## src/rtl/spi_slave_sync.sv

```systemverilog
// SPI mode-0 target shift engine with pins oversampled into clk_i, MSB-first words.
// Latency: received word appears on rx_data_o 1 clk after the synchronized last SCLK rise
//          (about 3 clk after the pin edge). MISO updates 1 clk after a synchronized SCLK fall.
// Backpressure: TX pops a word only at load events (underrun loads FILL_WORD). The RX holder
//               drops a new word and sets overflow_o when it is still full and not being read.
//
// Ports:
//   clk_i, rst_ni, clr_i        clock, async active-low reset, sync clear
//   spi_sclk_i/csn_i/mosi_i     asynchronous SPI pins from the master
//   spi_miso_o, spi_miso_oe_o   serial data to the master and its output enable
//   tx_data_i/valid_i/ready_o   TX word stream; ready pulses in the cycle a word is loaded
//   rx_data_o/valid_o/ready_i   RX word stream
//   busy_o, underrun_o, overflow_o  frame active, sticky underrun, sticky RX drop
module spi_slave_sync #(
  parameter int unsigned            DATA_WIDTH     = 32,
  parameter int unsigned            LOG_DATA_WIDTH = 5,
  parameter logic [DATA_WIDTH-1:0]  FILL_WORD      = '0
) (
  input  logic                  clk_i,
  input  logic                  rst_ni,
  input  logic                  clr_i,
  input  logic                  spi_sclk_i,
  input  logic                  spi_csn_i,
  input  logic                  spi_mosi_i,
  output logic                  spi_miso_o,
  output logic                  spi_miso_oe_o,
  input  logic [DATA_WIDTH-1:0] tx_data_i,
  input  logic                  tx_valid_i,
  output logic                  tx_ready_o,
  output logic [DATA_WIDTH-1:0] rx_data_o,
  output logic                  rx_valid_o,
  input  logic                  rx_ready_i,
  output logic                  busy_o,
  output logic                  underrun_o,
  output logic                  overflow_o
);

  typedef enum logic {IDLE = 1'b0, ACTIVE = 1'b1} state_t;

  localparam logic [LOG_DATA_WIDTH-1:0] LAST_BIT = LOG_DATA_WIDTH'(DATA_WIDTH - 1);

  state_t                    r_state;
  logic                      r_sclk_s1, r_sclk_s2, r_sclk_d;
  logic                      r_csn_s1, r_csn_s2, r_csn_d;
  logic                      r_mosi_s1, r_mosi_s2;
  logic                      r_init;
  logic                      r_armed;
  logic [DATA_WIDTH-1:0]     r_tx_shift;
  logic [DATA_WIDTH-2:0]     r_rx_shift;
  logic [LOG_DATA_WIDTH-1:0] r_bit_cnt;
  logic                      r_load_pend;
  logic [DATA_WIDTH-1:0]     r_rx_data;
  logic                      r_rx_valid;
  logic                      r_underrun;
  logic                      r_overflow;

  logic                      w_active;
  logic                      w_sclk_rise, w_sclk_fall;
  logic                      w_cs_fall, w_cs_rise;
  logic                      w_load, w_shift;
  logic                      w_rx_done, w_rx_xfer;
  logic [DATA_WIDTH-1:0]     w_rx_word;

  assign w_active    = (r_state == ACTIVE);
  assign w_sclk_rise = r_sclk_s2 & ~r_sclk_d;
  assign w_sclk_fall = ~r_sclk_s2 & r_sclk_d;
  // A frame may only start once CS has been seen high after reset/clear, so a
  // reset taken mid-frame never re-enters a frame the master already started.
  assign w_cs_fall   = ~r_csn_s2 & r_csn_d & r_armed;
  assign w_cs_rise   = r_csn_s2 & ~r_csn_d;

  // cs_rise wins over any SCLK edge seen in the same cycle.
  assign w_load    = (~w_active & w_cs_fall) |
                     (w_active & ~w_cs_rise & w_sclk_fall & r_load_pend);
  assign w_shift   = w_active & ~w_cs_rise & w_sclk_fall & ~r_load_pend;
  assign w_rx_word = {r_rx_shift, r_mosi_s2};
  assign w_rx_done = w_active & ~w_cs_rise & w_sclk_rise & (r_bit_cnt == LAST_BIT);
  assign w_rx_xfer = r_rx_valid & rx_ready_i;

  always_ff @(posedge clk_i or negedge rst_ni) begin
    if (!rst_ni) begin
      r_state     <= IDLE;
      r_sclk_s1   <= 1'b0;
      r_sclk_s2   <= 1'b0;
      r_sclk_d    <= 1'b0;
      r_csn_s1    <= 1'b1;
      r_csn_s2    <= 1'b1;
      r_csn_d     <= 1'b1;
      r_mosi_s1   <= 1'b0;
      r_mosi_s2   <= 1'b0;
      r_init      <= 1'b0;
      r_armed     <= 1'b0;
      r_tx_shift  <= '0;
      r_rx_shift  <= '0;
      r_bit_cnt   <= '0;
      r_load_pend <= 1'b0;
      r_rx_data   <= '0;
      r_rx_valid  <= 1'b0;
      r_underrun  <= 1'b0;
      r_overflow  <= 1'b0;
    end else if (clr_i) begin
      r_state     <= IDLE;
      r_sclk_s1   <= 1'b0;
      r_sclk_s2   <= 1'b0;
      r_sclk_d    <= 1'b0;
      r_csn_s1    <= 1'b1;
      r_csn_s2    <= 1'b1;
      r_csn_d     <= 1'b1;
      r_mosi_s1   <= 1'b0;
      r_mosi_s2   <= 1'b0;
      r_init      <= 1'b0;
      r_armed     <= 1'b0;
      r_tx_shift  <= '0;
      r_rx_shift  <= '0;
      r_bit_cnt   <= '0;
      r_load_pend <= 1'b0;
      r_rx_data   <= '0;
      r_rx_valid  <= 1'b0;
      r_underrun  <= 1'b0;
      r_overflow  <= 1'b0;
    end else begin
      r_sclk_s1 <= spi_sclk_i;
      r_sclk_s2 <= r_sclk_s1;
      r_sclk_d  <= r_sclk_s2;
      r_csn_s1  <= spi_csn_i;
      r_csn_s2  <= r_csn_s1;
      r_csn_d   <= r_csn_s2;
      r_mosi_s1 <= spi_mosi_i;
      r_mosi_s2 <= r_mosi_s1;

      // r_init blocks arming on the reset values still held in the chain;
      // arming needs the pin itself to have propagated high through it.
      r_init <= 1'b1;
      if (r_init && r_csn_s1 && r_csn_s2 && r_csn_d) begin
        r_armed <= 1'b1;
      end

      case (r_state)
        IDLE: begin
          if (w_cs_fall) begin
            r_state     <= ACTIVE;
            r_bit_cnt   <= '0;
            r_load_pend <= 1'b0;
            r_rx_shift  <= '0;
          end
        end
        ACTIVE: begin
          if (w_cs_rise) begin
            // Abort or normal end: drop any partial RX word silently.
            r_state     <= IDLE;
            r_bit_cnt   <= '0;
            r_load_pend <= 1'b0;
            r_rx_shift  <= '0;
          end else begin
            if (w_sclk_rise) begin
              r_rx_shift <= w_rx_word[DATA_WIDTH-2:0];
              if (r_bit_cnt == LAST_BIT) begin
                r_bit_cnt   <= '0;
                r_load_pend <= 1'b1;
              end else begin
                r_bit_cnt <= r_bit_cnt + LOG_DATA_WIDTH'(1);
              end
            end
            if (w_sclk_fall) begin
              r_load_pend <= 1'b0;
            end
          end
        end
        default: r_state <= IDLE;
      endcase

      if (w_load) begin
        r_tx_shift <= tx_valid_i ? tx_data_i : FILL_WORD;
        if (!tx_valid_i) begin
          r_underrun <= 1'b1;
        end
      end else if (w_shift) begin
        r_tx_shift <= {r_tx_shift[DATA_WIDTH-2:0], 1'b0};
      end

      if (w_rx_done) begin
        if (!r_rx_valid || rx_ready_i) begin
          r_rx_data  <= w_rx_word;
          r_rx_valid <= 1'b1;
        end else begin
          r_overflow <= 1'b1;
        end
      end else if (w_rx_xfer) begin
        r_rx_valid <= 1'b0;
      end
    end
  end

  assign spi_miso_o    = w_active & r_tx_shift[DATA_WIDTH-1];
  assign spi_miso_oe_o = w_active;
  assign busy_o        = w_active;
  assign tx_ready_o    = w_load;
  assign rx_data_o     = r_rx_data;
  assign rx_valid_o    = r_rx_valid;
  assign underrun_o    = r_underrun;
  assign overflow_o    = r_overflow;

endmodule

```

## config.mk

```make
export PLATFORM = sky130hd
export DESIGN_NAME = spi_slave_sync
export DESIGN_NICKNAME = d
export VERILOG_FILES = /design/src/rtl/spi_slave_sync.sv
export SDC_FILE = /design/constraint.sdc
export NUM_CORES = 1
export LEC_CHECK = 0
export BUFFER_PORTS_ARGS = -buffer_cell sky130_fd_sc_hd__buf_2
export CORE_UTILIZATION = 59
export CTS_BUF_LIST = sky130_fd_sc_hd__clkbuf_4
export CTS_CLUSTER_DIAMETER = 40
export DETAILED_ROUTE_END_ITERATION = 8
export GPL_TIMING_DRIVEN = 1
export PLACE_DENSITY = 0.82
export SYNTH_ARGS = -nofsm -noshare
export SYNTH_HDL_FRONTEND = slang
export SYNTH_SLANG_ARGS = --single-unit
```

## constraint.sdc

```tcl
create_clock -name clk_i -period 2.7 [get_ports clk_i]
set_input_delay 0.81 -clock clk_i [delete_from_list [all_inputs] [get_ports clk_i]]
set_output_delay 0.81 -clock clk_i [all_outputs]
set_load 0.01 [all_outputs]
```

## After elaboration in Yosys (flattened, before gate mapping)

Index checks and enable logic that the tools add are counted.

| storage, ports and cells | value |
|---|---|
| flip-flop bits (word level) | 115 |
| input bits | 40 |
| output and inout port bits | 39 |
| logic and storage cells | 117 |

| cells by class | value |
|---|---|
| add/subtract/negate cells | 1 |
| equal/unequal tests | 8 |
| mux-type cells | 50 |
| bitwise logic cells | 22 |
| reductions and logical operators | 17 |

Operators by type and width:

| operator | number |
|---|---|
| 32-bit 2-to-1 mux | 7 |
| 31-bit 2-to-1 mux | 4 |
| 31-bit case mux with 2 select lines | 1 |
| 1-bit 2-to-1 mux | 30 |
| 5-bit 2-to-1 mux | 5 |
| 1-bit AND | 14 |
| 5-bit by 2-bit inequality test with 1-bit output (second input constant) | 2 |
| 5-bit case mux with 2 select lines | 1 |
| 2-bit AND reduction | 5 |
| 2-bit nonzero test | 4 |
| 1-bit NOT | 7 |
| 3-bit nonzero test | 2 |
| 5-bit by 1-bit adder with 5-bit output (second input constant) | 1 |
| 5-bit equality test (second input constant) | 1 |
| 2-bit inequality test (second input constant) | 2 |
| 4-bit by 2-bit inequality test with 1-bit output (second input constant) | 1 |
| 1-bit case mux with 2 select lines | 2 |
| 1-bit logical AND | 3 |
| 3-bit by 2-bit inequality test with 1-bit output (second input constant) | 1 |
| 3-bit inequality test (second input constant) | 1 |
| 3-bit AND reduction | 1 |
| 1-bit zero test | 1 |
| 1-bit logical OR | 1 |
| 1-bit bitwise OR | 1 |

## Depth between registers and ports, before layout

| logic depth | value |
|---|---|
| depth in word-level cells | 9 |
| mapped depth | 9 |
| mapped depth without buffers | 7 |

## Least setup slack after synthesis

Ideal clock, no wire load.

| timing | value |
|---|---|
| path type | reg-to-output |
| start point | register r_sclk_s2 |
| end point | output tx_ready_o |
| data arrival time | 1314 ps |
| data required time | 1890 ps |
| setup slack | 576 ps |
| stages on the path, launching flop included | 8 |
| path buffers | 2 |
| cells stage by stage | dfrtp_1 > inv_1 > ha_1 > nand4_1 > and3_1 > buf_2 > buf_6 > inv_2 |

| on the way | value |
|---|---|
| cells in the longest elaborated chain, start to end | 5 |

RTL lines:

| what | RTL line | source |
|---|---|---|
| start, declared | 43 | `logic r_sclk_s1, r_sclk_s2, r_sclk_d;` |
| start signal, assigned | 123 | `r_sclk_s2 <= r_sclk_s1;` |
| 1-bit NOT | 66 | `assign w_sclk_fall = ~r_sclk_s2 & r_sclk_d;` |
| 1-bit AND | 66 |  |
| 1-bit AND (2 in a row) | 74 | `(w_active & ~w_cs_rise & w_sclk_fall & r_load_pend);` |
| 1-bit bitwise OR | 73 | `assign w_load = (~w_active & w_cs_fall) \|` |
| end, declared | 29 | `output logic tx_ready_o,` |

Every way passes these cells.

## Worst setup path in the final report

| timing | value |
|---|---|
| start point | register r_csn_s2 |
| end point | output tx_ready_o |

| on the way | value |
|---|---|
| cells in the longest elaborated chain, start to end | 6 |
| elaborated cells on any way between the ends | 10 |
| classes of those cells | 10 x bitwise |

RTL lines:

| what | RTL line | source |
|---|---|---|
| start, declared | 44 | `logic r_csn_s1, r_csn_s2, r_csn_d;` |
| start signal, assigned | 126 | `r_csn_s2 <= r_csn_s1;` |
| 1-bit AND | 70 | `assign w_cs_rise = r_csn_s2 & ~r_csn_d;` |
| 1-bit NOT | 74 |  |
| 1-bit AND (3 in a row) | 74 |  |
| 1-bit bitwise OR (*) | 73 |  |

Mark *: on every way between the ends. The rest lies on a longest branch, timed or not.

==> results.yml <==
outcome:
  status: "completed"
cts:
  clk_latency_ns: 0.55
  htree_levels: 4
  clk_pin_slew_ns: 0.12
  ctsHoldBuffers: 0
  cts_root_buffer: "clkbuf_4"
  tritoncts.num_buffers: 17
  ctsLongestPathBuffers: 2
  cts_sinks: 115
  cts_tree: "built"
cells_and_area:
  n_antenna_cell: 0
  nets: 581
  fillers: 620
  syn_to_final_growth_pct: 14.8
  drive_gt1_frac: 0.327
yosys:
  ys_seq_elements: 115
  ys.flop_type: "dfrtp_1"
  ys_warn_count: 0
  synth.distinct_cells: 47
  ys_seq_area_frac: 0.545
  yosys-top-cells-count: "dfrtp_1 (112), nor2_1 (83), mux2i_1 (51)"
  ys_async_sr_fraction: 1.00
  yosys-top-cells-area: "dfrtp_1 (53%), mux2i_1 (9.6%), a221oi_2 (8.2%), nor2_1 (5.9%), nor3_1 (3.0%)"
  synth_edf_count: 0
  syn_avg_cell_area_um2: 11.5
  yosys.area.top_type: "dfrtp_1"
  netlist_instances: 459
  post_synth_instance_area_um2: 5290
  yosysTopAreaCellShare: 0.530
  yosysMostFrequentCell: "dfrtp_1"
  synth_nets: 503
drt:
  viasPerCell: 5.72
  via_count: 3761
  drtPass1Iterations: 5
  drt_wl_total_um: 10900
  initialDrtViolationCount: 198
  wire_per_inst_um: 16.5
  drc_errors: 0
  ant_nets: 0
run:
  drv_cap: 0
setup_path:
  cpPeakStageDelay_ns: 0.64
  worstSetupPathType: "reg2out"
  cp_max_fo: 10
  crit_slowest_cell: "dfstp_2"
  cp_num_buf_inv: 2
  cp_data_arrival_time_ns: 1.79
  cp-start-kind: "flop"
  cpLargestDelayFamily: "flip-flops"
  cp.required_ns: 1.89
  worstSetupEndpointType: "output port"
  crit_chain: "nand4bb_4 > and3_2 > inv_2 > buf_2"
timing:
  period_share: 0.961
  setup_tns_ns: 0
  max_slew.worst_pin.slew_ns: 0.789
  whs_ns: 0.272
  fin_worst_skew_ns: 0.0274
  drv_slew: 0
  relSlewSlack: 0.474
  layout_setup_ws_ns: 0.105
  setup_viol: 0
  rsz0062_at_grt: "false"
  fmax_ghz: 0.385
  period_minus_slack_ns: 2.60
  final_hold_viol_count: 0
floorplanning:
  rows: 34
  fp.dieW_um: 96.7
  fp.dieArea_um2: 9350
  start_util: 0.607
  die_y_um: 96.7
  ios: 79
  coreArea_um2: 8720
grt:
  grt_use_met2: 0.395
  grt_util_met3: 0.0643
  use_met1: 0.334
  grt_use_total: 0.248
  gr-max-usage-layer: "met2"
  grt_max_degree: 77
  grt_pass1_vias: 3777
  grt_pass1_wl_um: 18400
  antenna_found_initial: 0
  gr-total-overflow: 0
power:
  p_leak_nw: 3.18
  peakVddDrop_mv: 0.496
  total_power_mw: 3.30
  power_density_nw_per_um2: 542
place:
  dp.final_hpwl_um: 6800
  io_buffers: 78
  post-place-ws_ns: 0.448
  globalplace.congestion: 0.771
worst_hold_path:
  hp-class: "in2async"
-- worst paths after layout --
check / start / endpoint / slack (ns) / cells after the start
worst min register to register: underrun_o$_DFFE_PN0P_ / underrun_o$_DFFE_PN0P_ / 0.51 / 2
max in group asynchronous: rst_ni / rx_data_o[7]$_DFFE_PN0P_ / 1.70 / 2
worst max register to register: r_bit_cnt[0]$_DFFE_PN0P_ / rx_data_o[11]$_DFFE_PN0P_ / 0.57 / 8
worst min-delay path: rst_ni / r_tx_shift[11]$_DFFE_PN0P_ / 0.27 / 1
worst max-delay path: r_csn_s2$_DFF_PN1_ / tx_ready_o / 0.10 / 4
min in group clk_i: spi_csn_i / r_csn_s1$_DFF_PN1_ / 0.47 / 2
-- stage by stage --
step                instance area (µm²)   util  std cells
floorplan                          5290      -        459
global placement                   5750  0.659        622
detailed placement                 5750  0.659        622
CTS                                6050  0.693        657
global route                       6070  0.697        658
finish                             6070  0.697        658
-- per-layer routing --
metal | part of all wire | vias to the layer above
li1 | - | 1756
met1 | 0.45 | 1888
met2 | 0.49 | 94
met3 | 0.040 | 23
met4 | 0.021 | 0
met5 | 0 | -
-- layout by cell type, fill, tap and decap left out, types with 2 or more instances in the layout --
master	instances
dfrtp_1	111
nor2_1	83
buf_2	77
mux2i_1	51
nor3_1	32
a221oi_2	29
inv_1	22
nand2_1	18
clkbuf_4	17
buf_4	13
mux2_1	9
inv_6	7
nor2b_1	6
mux2_2	5
and2_1	4
nand2b_1	4
nand3_1	4
inv_2	3
or2_2	3
a21oi_1	3
a32o_1	3
ha_1	3
clkinvlp_4	3
buf_12	3
dfstp_2	3
nand4_1	2
a22o_1	2
a221oi_1	2
clkinv_4	2
-- final cells by class --
type | instances | area, µm² | share of cell area
inverter | 25 | 93.8 | 0.0154
clock inverter | 15 | 146 | 0.0241
timing repair buffer | 93 | 543 | 0.0894
tap | 108 | 135 | 0.0222
multi-input combinational | 285 | 2150 | 0.353
clock buffer | 17 | 128 | 0.0210
sequential | 115 | 2880 | 0.475
-- power by group --
group	switching, mW	internal (mW)	leakage (nW)	total (mW)
logic	0.156	0.110	1.48	0.266
clock network	0.756	0.481	0.140	1.24
registers	0.0298	1.76	1.57	1.79
-- cells by family after synthesis --
group | after synthesis | synth area share
AOI/OAI and AO/OA | 49 | 0.115
adders and majority gates | 4 | 0.00946
buffers and inverters | 59 | 0.0563
DFF | 115 | 0.545
muxes | 66 | 0.129
and+or+nand+nor | 166 | 0.146
-- sequential cells by signal, summed over array words and instances, names as in the netlist, 5 cells and up --
name and count:
r_bit_cnt 5, r_rx_shift 31, r_tx_shift 32, rx_data_o 32
-- what timing repair did --
action                                  4_1_cts  5_1_grt
gates resized for setup                       2        3
buffers inserted                              3        1
pin swaps                                     1        1
endpoints found under the setup margin        1        1
(Power assumes the default switching activity.)
